<file path="config.mk">
export PLATFORM = sky130hd
export DESIGN_NAME = exit_boot_ctrl
export DESIGN_NICKNAME = d
export VERILOG_FILES = /design/src/rtl/exit_boot_ctrl.sv
export SDC_FILE = /design/constraint.sdc
export NUM_CORES = 1
export LEC_CHECK = 0
export ABC_AREA = 1
export CORE_UTILIZATION = 51
export DETAILED_ROUTE_END_ITERATION = 16
export PLACE_DENSITY_LB_ADDON = 0.25
export SLEW_MARGIN = 20
export SYNTH_ARGS = -nofsm -noshare
export SYNTH_HDL_FRONTEND = slang
export SYNTH_SLANG_ARGS = --single-unit
</file>
<file path="constraint.sdc">
create_clock -name clk -period 2.05 [get_ports clk]
set_input_delay 0.41 -clock clk [delete_from_list [all_inputs] [get_ports clk]]
set_output_delay 0.41 -clock clk [all_outputs]
set_load 0.005 [all_outputs]
</file>
<file path="src/rtl/exit_boot_ctrl.sv">
// OBI-slave endpoint for harness exit/boot straps: exit code with drain delay,
// one-shot strap capture and a free-running cycle counter for software.
module exit_boot_ctrl #(
    parameter logic [15:0] DRAIN_DEFAULT = 16'd64
) (
    input  logic        clk,
    input  logic        rst_n,
    input  logic        boot_select_i,
    input  logic        execute_from_flash_i,
    input  logic        req_i,
    output logic        gnt_o,
    input  logic [31:0] addr_i,
    input  logic        we_i,
    input  logic [3:0]  be_i,
    input  logic [31:0] wdata_i,
    output logic        rvalid_o,
    output logic [31:0] rdata_o,
    output logic        boot_select_o,
    output logic        execute_from_flash_o,
    output logic        exit_valid_o,
    output logic [31:0] exit_value_o
);

    typedef enum logic [1:0] {RUN, DRAIN, DONE} state_e;

    localparam logic [2:0] REG_EXIT_VALUE  = 3'd0;
    localparam logic [2:0] REG_EXIT_CTRL   = 3'd1;
    localparam logic [2:0] REG_DRAIN       = 3'd2;
    localparam logic [2:0] REG_BOOT_STATUS = 3'd3;
    localparam logic [2:0] REG_CYCLE_COUNT = 3'd4;

    state_e      state_q, state_d;
    logic [15:0] drain_cnt_q, drain_cnt_d;
    logic [15:0] drain_cycles_q, drain_cycles_d;
    logic [31:0] exit_value_q, exit_value_d;
    logic [31:0] cycle_cnt_q;
    logic        boot_select_q, execute_from_flash_q, strap_valid_q;
    logic        rvalid_q;
    logic [31:0] rdata_q, rdata_d;

    logic [2:0]  sel;
    logic        wr, rd, trigger;
    logic        unused_addr;

    assign sel         = addr_i[4:2];
    assign wr          = req_i & we_i;
    assign rd          = req_i & ~we_i;
    assign trigger     = wr && (sel == REG_EXIT_CTRL) && be_i[0] && wdata_i[0];
    assign unused_addr = ^{addr_i[31:5], addr_i[1:0]};

    assign gnt_o                = req_i;
    assign rvalid_o             = rvalid_q;
    assign rdata_o              = rdata_q;
    assign boot_select_o        = boot_select_q;
    assign execute_from_flash_o = execute_from_flash_q;
    assign exit_valid_o         = (state_q == DONE);
    assign exit_value_o         = exit_value_q;

    // Configuration registers are only writable in RUN so the exit code freezes at trigger.
    always_comb begin
        state_d        = state_q;
        drain_cnt_d    = drain_cnt_q;
        exit_value_d   = exit_value_q;
        drain_cycles_d = drain_cycles_q;
        case (state_q)
            RUN: begin
                if (wr && sel == REG_EXIT_VALUE) begin
                    for (int i = 0; i < 4; i++) begin
                        if (be_i[i]) exit_value_d[8*i +: 8] = wdata_i[8*i +: 8];
                    end
                end
                if (wr && sel == REG_DRAIN) begin
                    if (be_i[0]) drain_cycles_d[7:0]  = wdata_i[7:0];
                    if (be_i[1]) drain_cycles_d[15:8] = wdata_i[15:8];
                end
                if (trigger) begin
                    state_d     = DRAIN;
                    drain_cnt_d = drain_cycles_q;
                end
            end
            DRAIN: begin
                if (drain_cnt_q == 16'd0) state_d = DONE;
                else                      drain_cnt_d = drain_cnt_q - 16'd1;
            end
            DONE:    state_d = DONE;
            default: state_d = RUN;
        endcase
    end

    always_comb begin
        rdata_d = 32'd0;
        if (rd) begin
            case (sel)
                REG_EXIT_VALUE:  rdata_d = exit_value_q;
                REG_EXIT_CTRL:   rdata_d = {30'd0, state_q == DONE, state_q == DRAIN};
                REG_DRAIN:       rdata_d = {16'd0, drain_cycles_q};
                REG_BOOT_STATUS: rdata_d = {29'd0, strap_valid_q, execute_from_flash_q, boot_select_q};
                REG_CYCLE_COUNT: rdata_d = cycle_cnt_q;
                default:         rdata_d = 32'd0;
            endcase
        end
    end

    always_ff @(posedge clk or negedge rst_n) begin
        if (!rst_n) begin
            state_q        <= RUN;
            drain_cnt_q    <= 16'd0;
            drain_cycles_q <= DRAIN_DEFAULT;
            exit_value_q   <= 32'd0;
            cycle_cnt_q    <= 32'd0;
            rvalid_q       <= 1'b0;
            rdata_q        <= 32'd0;
        end else begin
            state_q        <= state_d;
            drain_cnt_q    <= drain_cnt_d;
            drain_cycles_q <= drain_cycles_d;
            exit_value_q   <= exit_value_d;
            cycle_cnt_q    <= cycle_cnt_q + 32'd1;
            rvalid_q       <= req_i;
            rdata_q        <= rdata_d;
        end
    end

    // Straps are sampled exactly once, on the first edge out of reset.
    always_ff @(posedge clk or negedge rst_n) begin
        if (!rst_n) begin
            boot_select_q        <= 1'b0;
            execute_from_flash_q <= 1'b0;
            strap_valid_q        <= 1'b0;
        end else if (!strap_valid_q) begin
            boot_select_q        <= boot_select_i;
            execute_from_flash_q <= execute_from_flash_i;
            strap_valid_q        <= 1'b1;
        end
    end

endmodule
</file>
; ---- Word level (Yosys, flattened, before mapping)
; Index checks and enable logic that the tools add are counted.
[op_classes]
addsub = 2
muxes = 8
n_reduce_logical = 17
bitwise = 3
n_eq_ne = 9
[ops]
columns = cell, n
row1 = one-hot mux 32 bit (5 select lines), 1
row2 = "adder 32 x 1 -> 32 bit, second input constant", 1
row3 = two-way mux 16 bit, 2
row4 = two-way mux 32 bit, 1
row5 = one-hot mux 16 bit (2 select lines), 1
row6 = AND reduction 3 bit, 7
row7 = logical NOT 16 bit, 1
row8 = "subtractor 16 x 1 -> 16 bit, second input constant", 1
row9 = "equality test 3 x 2 -> 1 bit, second input constant", 2
row10 = "!= test 2 bit, second input constant", 3
row11 = one-hot mux 2 bit (3 select lines), 1
row12 = logical AND 1 bit, 5
row13 = two-way mux 2 bit, 2
row14 = "equality test 3 x 1 -> 1 bit, second input constant", 1
row15 = "equality test 3 bit, second input constant", 1
row16 = logical NOT 3 bit, 1
row17 = AND 1 bit, 2
row18 = "equality test 2 x 1 -> 1 bit, second input constant", 1
row19 = "equality test 2 bit, second input constant", 1
row20 = logical NOT 2 bit, 1
row21 = AND reduction 2 bit, 1
row22 = nonzero test 2 bit, 1
row23 = NOT 1 bit, 1
[totals]
register_bits = 134
wordCells = 53
input_bits = 74
out_inout_bits = 69

; ---- Depth between registers and ports, before layout
; Gate-level depths: netlist (run 1).
[depth]
ltp_word = 6
mapped_depth = 11
ltp_nobuf = 11

; ---- Least setup slack after synthesis (run 1)
; No wires, ideal clock.
[synth_path]
path_kind = reg-to-reg
startpoint = reg drain_cnt_q[0]
endpoint = reg drain_cnt_q[14]
setup_slack_ns = 0.524
arrival_ns = 1.409
setup_time_ns = 0.117
synth_period_minus_slack_ns = 1.526
n_path_buf = 1
required_time_ns = 1.933
stages_incl_launch_ff = 11
path_cell_list = dfrtp_1 -> inv_1 -> ha_1 -> nand3_1 -> nor2_1 -> nand3_1 -> nand3_2 -> inv_2 -> buf_4 -> nand3_1 -> nand2_1
[synth_between]
elab_chain_len = 3
elab_cells_between_ends = 6
cone_classes = add/sub (1) / eq/ne (1) / mux (2) / reduce/logical (2)
[synth_rtl]
columns = item, line_no
row1 = from (decl), 33  ; logic [15:0] drain_cnt_q, drain_cnt_d;
row2 = from (signal assigned), 115  ; drain_cnt_q <= drain_cnt_d;
row3 = subtractor 16 x 1 -> 16 bit / logical NOT 16 bit (equally long branches), "83, 82"
row4 = two-way mux 16 bit / != test 2 bit (equally long branches), n/a
row5 = one-hot mux 16 bit (2 select lines) / AND reduction 3 bit (equally long branches), n/a
; Parallel ways exist; a longest one is shown, timed or not. The select of a mux whose other input is x is not followed.
; A chain may end at the register's enable or synchronous reset.

; ---- Final worst setup path (run 1)
[layout_path]
startpoint = reg state_q[0]
endpoint = out exit_valid_o
[layout_between]
elab_chain_len = 1
[layout_rtl]
columns = item, line_no
row1 = from (decl), 32  ; state_e state_q, state_d;
row2 = from (signal assigned), 114  ; state_q <= state_d;
row3 = equality test 2 bit, 56  ; assign exit_valid_o = (state_q == DONE);
row4 = to (decl), 20  ; output logic exit_valid_o,
; No other way between the ends.

==> impl_metrics.yaml, run 1 <==
synth:
  yosys_warnings: 0
  synth_seq_cells: 134
  synth_top_area_share_pct: 51.2
  syn_nets: 886
  ys_seq_area_share_pct: 51.6
  yosysUniqueCellTypes: 36
  netlist_area_mm2: 0.00650
  synth_top_area_cell: "dfrtp_1"
  avgSynthCellArea_um2: 8.05
  synthFlopType: "dfrtp_1"
  netlist_instances: 807
  synth_area_leaders: "dfrtp_1, nand2_1, inv_1, nand3_1, xor2_1"
  synth_edf_count: 0
  synthArstFlopShare_pct: 100
critical_path:
  r2r_cells: 10
  cp_data_arrival_time_ns: 1.62
  r2r_end: "drain_cnt_q[2]"
  end_kind: "output port"
  worstPathMaxFanout: 2
  rrSetupSlack_ns: 0.16
  critPathLaunchType: "register"
  timing.rr.start: "drain_cnt_q[0]"
  crit_required_ns: 1.64
  crit_type: "reg -> out"
timing:
  timing.final.crit_share_pct: 98.9
  drv_slew: 0
  whs_ns: 0.409
  setup_violations: 0
  layout_setup_ws_ns: 0.0216
  final_hold_viol_count: 0
  clock_skew_ns: 0.00757
  fin_crit_ns: 2.03
  fmax_mhz: 493
  rsz0062_at_grt: "no"
  fin_tns_setup_ns: 0
clock_tree:
  clk_pin_slew_ns: 0.05
  cts_root_buffer: "clkbuf_16"
  insertion_delay_ns: 0.42
  numCtsBuffers: 17
  cts_tree: "done"
  clockBufferDepth: 2
  h-tree-depth: 4
  cts.sinks: 134
pwr:
  p_int_mw: 4.43
  pwr-share-seq_pct: 46.7
  p_total_mw: 5.72
  power_frac_comb_pct: 4.7
  power_switching_mw: 1.29
  p_leak_nw: 4.04
  clock_power_share_pct: 48.7
  power_density_mw_per_mm2: 672
  swShare_pct: 22.5
  ir_drop_uv: 381
layout:
  final_nets: 1018
  drive_gt1_share_pct: 9.78
  area_growth_pct: 30.9
  antenna_cells: 0
detailed_routing:
  ant_nets: 0
  vias: 5741
  wirelength_um: 16300
  drt_iter0_markers: 350
  wl_per_cell_um: 14.5
  drc: 0
  firstDrtPassIters: 5
  viasPerCell: 5.13
job:
  cap_violations: 0
placed_design:
  gp_congestion: 0.916
  dp_hpwl_um: 11900
  dp_slack_ns: -0.0436
  port_buffers: 113
grt:
  grt_max_degree: 49
  antenna_found_initial: 0
  track_usage_pct: 27.2
  grt_pass1_vias: 5549
  grt_pass1_wl_um: 27500
  grt-ovfl-total: 0
die:
  rows: 40
  die_y_um: 115
  core_mm2: 0.0122
  start_util_pct: 53.2
  die_w_um: 115
  io_pins: 143
  die_area_mm2: 0.0132
min_path:
  worst_hold_path_type: "in -> async"
outcome:
  status: "finished clean"
[cells in the mapped netlist (all sizes together) (2+ instances only)]
cell type	instances
ha	5
o221ai	2
nand3b	4
nand3	54
nand4	2
dfrtp	133
inv	88
a21oi	17
o22ai	2
xnor2	5
o21ai	52
nor3	20
o211ai	8
xor2	24
buf	17
nor2	58
nand2	301
a211oi	3
clkbuf	7
[kinds of logic (layout without fill, tap and decap cells)]
logic type | count (synthesis) | after routing | share of synthesized area [%]
AO/OA/AOI/OAI | 85 | 85 | 7.62
XOR/XNOR | 29 | 29 | 3.91
adder cells (fa/ha/maj) | 5 | 5 | 0.963
buffers and inverters | 113 | 257 | 7.12
flip-flops | 134 | 134 | 51.6
other | 1 | 1 | 0.0577
AND/OR/NAND/NOR | 440 | 440 | 28.7
[stage by stage]
stage                     cell area [um2]  utilization, %  instances
final                                8510            69.7       1119
after global routing                 8510            69.7       1119
after global placement               7950            65.1       1086
after CTS                            8510            69.7       1119
after floorplan                      6500               -        807
after detailed placement             7950            65.1       1086
[flip-flops by register name, indices dropped and copies added (netlist names), 2 cells and up]
| signal | count |
|---|---|
| cycle_cnt_q | 32 |
| exit_value_o | 32 |
| rdata_o | 32 |
| drain_cnt_q | 16 |
| drain_cycles_q | 16 |
| state_q | 2 |
[metal layers]
layer | share of wire, % | GRT usage [%]
met2 | 46 | 40.7
met1 | 46 | 38.9
met5 | 0 | 0
met4 | 2.2 | 10.5
met3 | 6.3 | 5.69
[how the worst max path moves through the flow]
stage | start | end | cells past startpoint
2_1_floorplan | drain_cnt_q[0] | drain_cnt_q[14] | 10
3_3_place_gp | addr_i[3] | exit_value_o[20] | 8
3_5_place_dp | addr_i[3] | exit_value_o[17] | 8
4_1_cts | state_q[0] | exit_valid_o | 3
5_1_grt | state_q[0] | exit_valid_o | 3
6_report | state_q[0] | exit_valid_o | 3
[what timing repair did]
action                                  in CTS  in global routing
setup buffers                                1                  0
endpoints found under the setup margin       1                  0
hold buffers                                 1                  0
gates resized for setup                      2                  0
endpoints found under the hold margin       14                  0
[power by group through the flow]
stage / registers (mW) / logic, mW / clock network, mW
CTS: 2.67 / 0.270 / 2.81
finish: 2.67 / 0.267 / 2.78
detailed placement: 2.71 / 0.268 / 0
floorplan: 2.71 / 0.0665 / 0
global route: 2.67 / 0.297 / 2.94
global placement: 2.71 / 0.264 / 0
[cells in the final DEF, fill, tap and decap left out, types with 2 or more instances in the layout]
| cell type | netlist | routed |
|---|---|---|
| a211oi_1 | 3 | 3 |
| a21oi_1 | 17 | 17 |
| buf_12 | 0 | 6 |
| buf_4 | 5 | 18 |
| clkbuf_16 | 0 | 17 |
| clkdlybuf4s50_1 | 0 | 112 |
| clkinv_2 | 0 | 7 |
| clkinvlp_4 | 0 | 4 |
| dfrtp_1 | 133 | 133 |
| ha_1 | 5 | 4 |
| inv_1 | 82 | 81 |
| inv_2 | 6 | 7 |
| nand2_1 | 297 | 297 |
| nand2_2 | 3 | 3 |
| nand3_1 | 48 | 48 |
| nand3_2 | 6 | 6 |
| nand3b_1 | 4 | 4 |
| nand4_1 | 2 | 2 |
| nor2_1 | 53 | 53 |
| nor2_2 | 3 | 3 |
| nor2_4 | 2 | 2 |
| nor3_1 | 15 | 15 |
| nor3_2 | 5 | 5 |
| o211ai_1 | 8 | 8 |
| o21ai_0 | 23 | 23 |
| o21ai_1 | 21 | 21 |
| o21ai_2 | 8 | 8 |
| o221ai_1 | 2 | 2 |
| o22ai_1 | 2 | 2 |
| xnor2_1 | 5 | 5 |
| xor2_1 | 24 | 24 |
[critical path: stages, from the launching register on]
cell and delay, ns:
dfrtp_1 0.40, inv_2 0.09, ha_2 0.21, clkdlybuf4s50_1 0.51
[layout make-up]
class,count,area [um2]
Fill cell,1008,3700
Sequential cell,134,3350
Multi-Input combinational cell,560,2680
Timing Repair Buffer,137,1390
Clock buffer,17,425
Inverter,89,334
Tap cell,168,210
Clock inverter,14,113
(Power assumes the default switching activity.)
==> run 2: changes to the inputs <==
- ABC_AREA: 1 -> unset
- CELL_PAD_IN_SITES_DETAIL_PLACEMENT: unset -> 0
- CELL_PAD_IN_SITES_GLOBAL_PLACEMENT: unset -> 1
- CORE_UTILIZATION: 51 -> 39
==> run 2 against run 1 <==
- highest routed layer unchanged
- critical endpoint is now state_q[1]
- sequential share of layout area is 0.31 points lower
- flip-flop and latch count stayed put
- area after synthesis down 6.5%
- critical path type is now reg -> reg
==> impl_metrics.yaml, run 2 <==
pwr:
  p_leak_nw: 3.72
  power_density_mw_per_mm2: 961
  ir_drop_uv: 612
synth:
  synth_top_area_cell: "dfrtp_1"
  synth_seq_cells: 134
  syn_nets: 615
  netlist_instances: 536
  synthArstFlopShare_pct: 100
  synth_top_area_share_pct: 54.8
  avgSynthCellArea_um2: 11.3
  ys_top_cells_by_count: "dfrtp_1, nor2_1, mux2_2"
  synth_area_leaders: "dfrtp_1, mux2_2, nor2_1, mux2i_1, xnor2_1"
  synthFlopType: "dfrtp_1"
  synth.most_common_cell: "dfrtp_1"
  ys_seq_area_share_pct: 55.2
  netlist_area_mm2: 0.00607
  synth_edf_count: 0
  yosysUniqueCellTypes: 60
  yosys_warnings: 0
grt:
  use_met1_pct: 30.9
  grt-ovfl-total: 0
  track_usage_pct: 21.6
  busiest_layer: "met2"
  use_met2_pct: 31.2
  grt_max_degree: 48
  antenna_found_initial: 0
  grt_use_met3_pct: 4.30
  grt_pass1_vias: 4922
  grt_pass1_wl_um: 26200
clock_tree:
  clockBufferDepth: 2
  cts_root_buffer: "clkbuf_16"
  clk_pin_slew_ns: 0.06
  cts_tree: "done"
  h-tree-depth: 4
  insertion_delay_ns: 0.42
  numCtsBuffers: 17
  cts.sinks: 134
timing:
  clock_skew_ns: 0.00839
  fin_crit_ns: 2.01
  fin_tns_setup_ns: 0
  fmax_mhz: 496
  slew-limit-headroom_pct: 52.9
  drv_slew: 0
  rsz0062_at_grt: "yes"
  whs_ns: 0.461
  setup_violations: 0
  layout_setup_ws_ns: 0.0354
  final_hold_viol_count: 0
  tightest_slew_ns: 0.704
  timing.final.crit_share_pct: 98.3
detailed_routing:
  wl_per_cell_um: 18.0
  firstDrtPassIters: 4
  drc: 0
  wirelength_um: 16500
  vias: 4852
  drt_iter0_markers: 355
  ant_nets: 0
  viasPerCell: 5.28
layout:
  mostFrequentLayoutCell: "dfrtp_1"
  area_growth_pct: 41.2
  layout_common_cells: "dfrtp_1, clkdlybuf4s50_1, buf_4, nor2_1, mux2_2"
  nFillCells: 1309
  antenna_cells: 0
  drive_gt1_share_pct: 24.9
  final_nets: 799
critical_path:
  cp_data_arrival_time_ns: 2.32
  timing.rr.start: "drain_cnt_q[7]"
  worstPathMaxFanout: 4
  end_kind: "register"
  crit_type: "reg -> reg"
  critPathLaunchType: "register"
  crit_required_ns: 2.36
  crit_start: "drain_cnt_q[7]"
min_path:
  worst_hold_path_type: "in -> async"
die:
  die_w_um: 127
  core_mm2: 0.0152
  rows: 45
  io_pins: 143
  start_util_pct: 40.0
  die_area_mm2: 0.0161
  die_y_um: 127
placed_design:
  dp_slack_ns: -0.622
  port_buffers: 113
  dp_hpwl_um: 12000
  gp_congestion: 0.853
outcome:
  status: "finished clean"
job:
  cap_violations: 0
==> run 2: repair_timing <==
| action | in CTS | in global routing |
|---|---|---|
| hold buffers | 1 | 0 |
| resized for setup | 13 | 21 |
| endpoints found under the hold margin | 23 | 0 |
| pin swaps | 3 | 12 |
| setup buffers | 3 | 8 |
| endpoints found under the setup margin | 27 | 48 |
==> run 2: metal layers <==
metal  routed length, um  vias to the layer above
met1                7950                     2355
met4                 507                        0
met3                 895                       31
met2                7190                      168
li1                    -                     2298
met5                   0                        -
==> run 2: area by class of cell <==
type	count	area, um2	share of cell area [%]
repair buffers	187	1720	20.1
inverters	10	37.5	0.438
multi-input cells	370	2690	31.4
flip-flops and latches	134	3350	39.1
clock inverters	9	81.3	0.948
clock buffers	21	450	5.25
well taps	188	235	2.74
==> run 2: where the power goes <==
part / internal [mW] / switching [mW] / leakage (nW)
sequential: 3.09 / 0.399 / 1.75
clock: 1.67 / 1.12 / 0.255
combinational: 1.17 / 0.800 / 1.72
total: 5.93 / 2.31 / 3.72
==> run 2: final timing paths <==
path / cells after the start / to / slack [ns]
setup / recovery: 5 / state_q[1] / 0.04
hold / removal: 2 / drain_cnt_q[1] / 0.46
setup reg to reg: 5 / state_q[1] / 0.04
hold reg to reg: 1 / cycle_cnt_q[29] / 0.50
max in group asynchronous: 3 / exit_value_o[16] / 0.93
min in group clk: 1 / cycle_cnt_q[29] / 0.50
==> run 2: worst max-delay path: stages (launching register included) <==
cell	delay, ns
dfrtp_1	0.37
or4_4	0.59
nor4_4	0.37
a21oi_2	0.12
a21oi_2	0.14
mux2_4	0.31
==> run 2: per-stage QoR <==
| stage | instances | utilization (%) | cell area [um2] | total power, mW |
|---|---|---|---|---|
| final | 919 | 56.4 | 8570 | 8.24 |
| after global routing | 919 | 56.4 | 8570 | 8.62 |
| after detailed placement | 878 | 51.5 | 7820 | 5.29 |
| after floorplan | 536 | - | 6080 | 4.22 |
| after global placement | 878 | 51.5 | 7820 | 5.23 |
| after CTS | 912 | 55.5 | 8430 | 8.17 |
==> run 2: logic make-up (layout without fill, tap and decap cells) <==
kind of cell / Yosys count / count (layout) / share of synthesized area (%)
fa+ha+maj: 5 / 5 / 1.03
other cells: 1 / 1 / 0.0617
xor+xnor: 30 / 30 / 4.33
simple gates: 175 / 175 / 15.1
mux: 66 / 66 / 11.9
compound gates: 93 / 93 / 9.72
flops: 134 / 134 / 55.2
buf+inv: 32 / 227 / 2.62
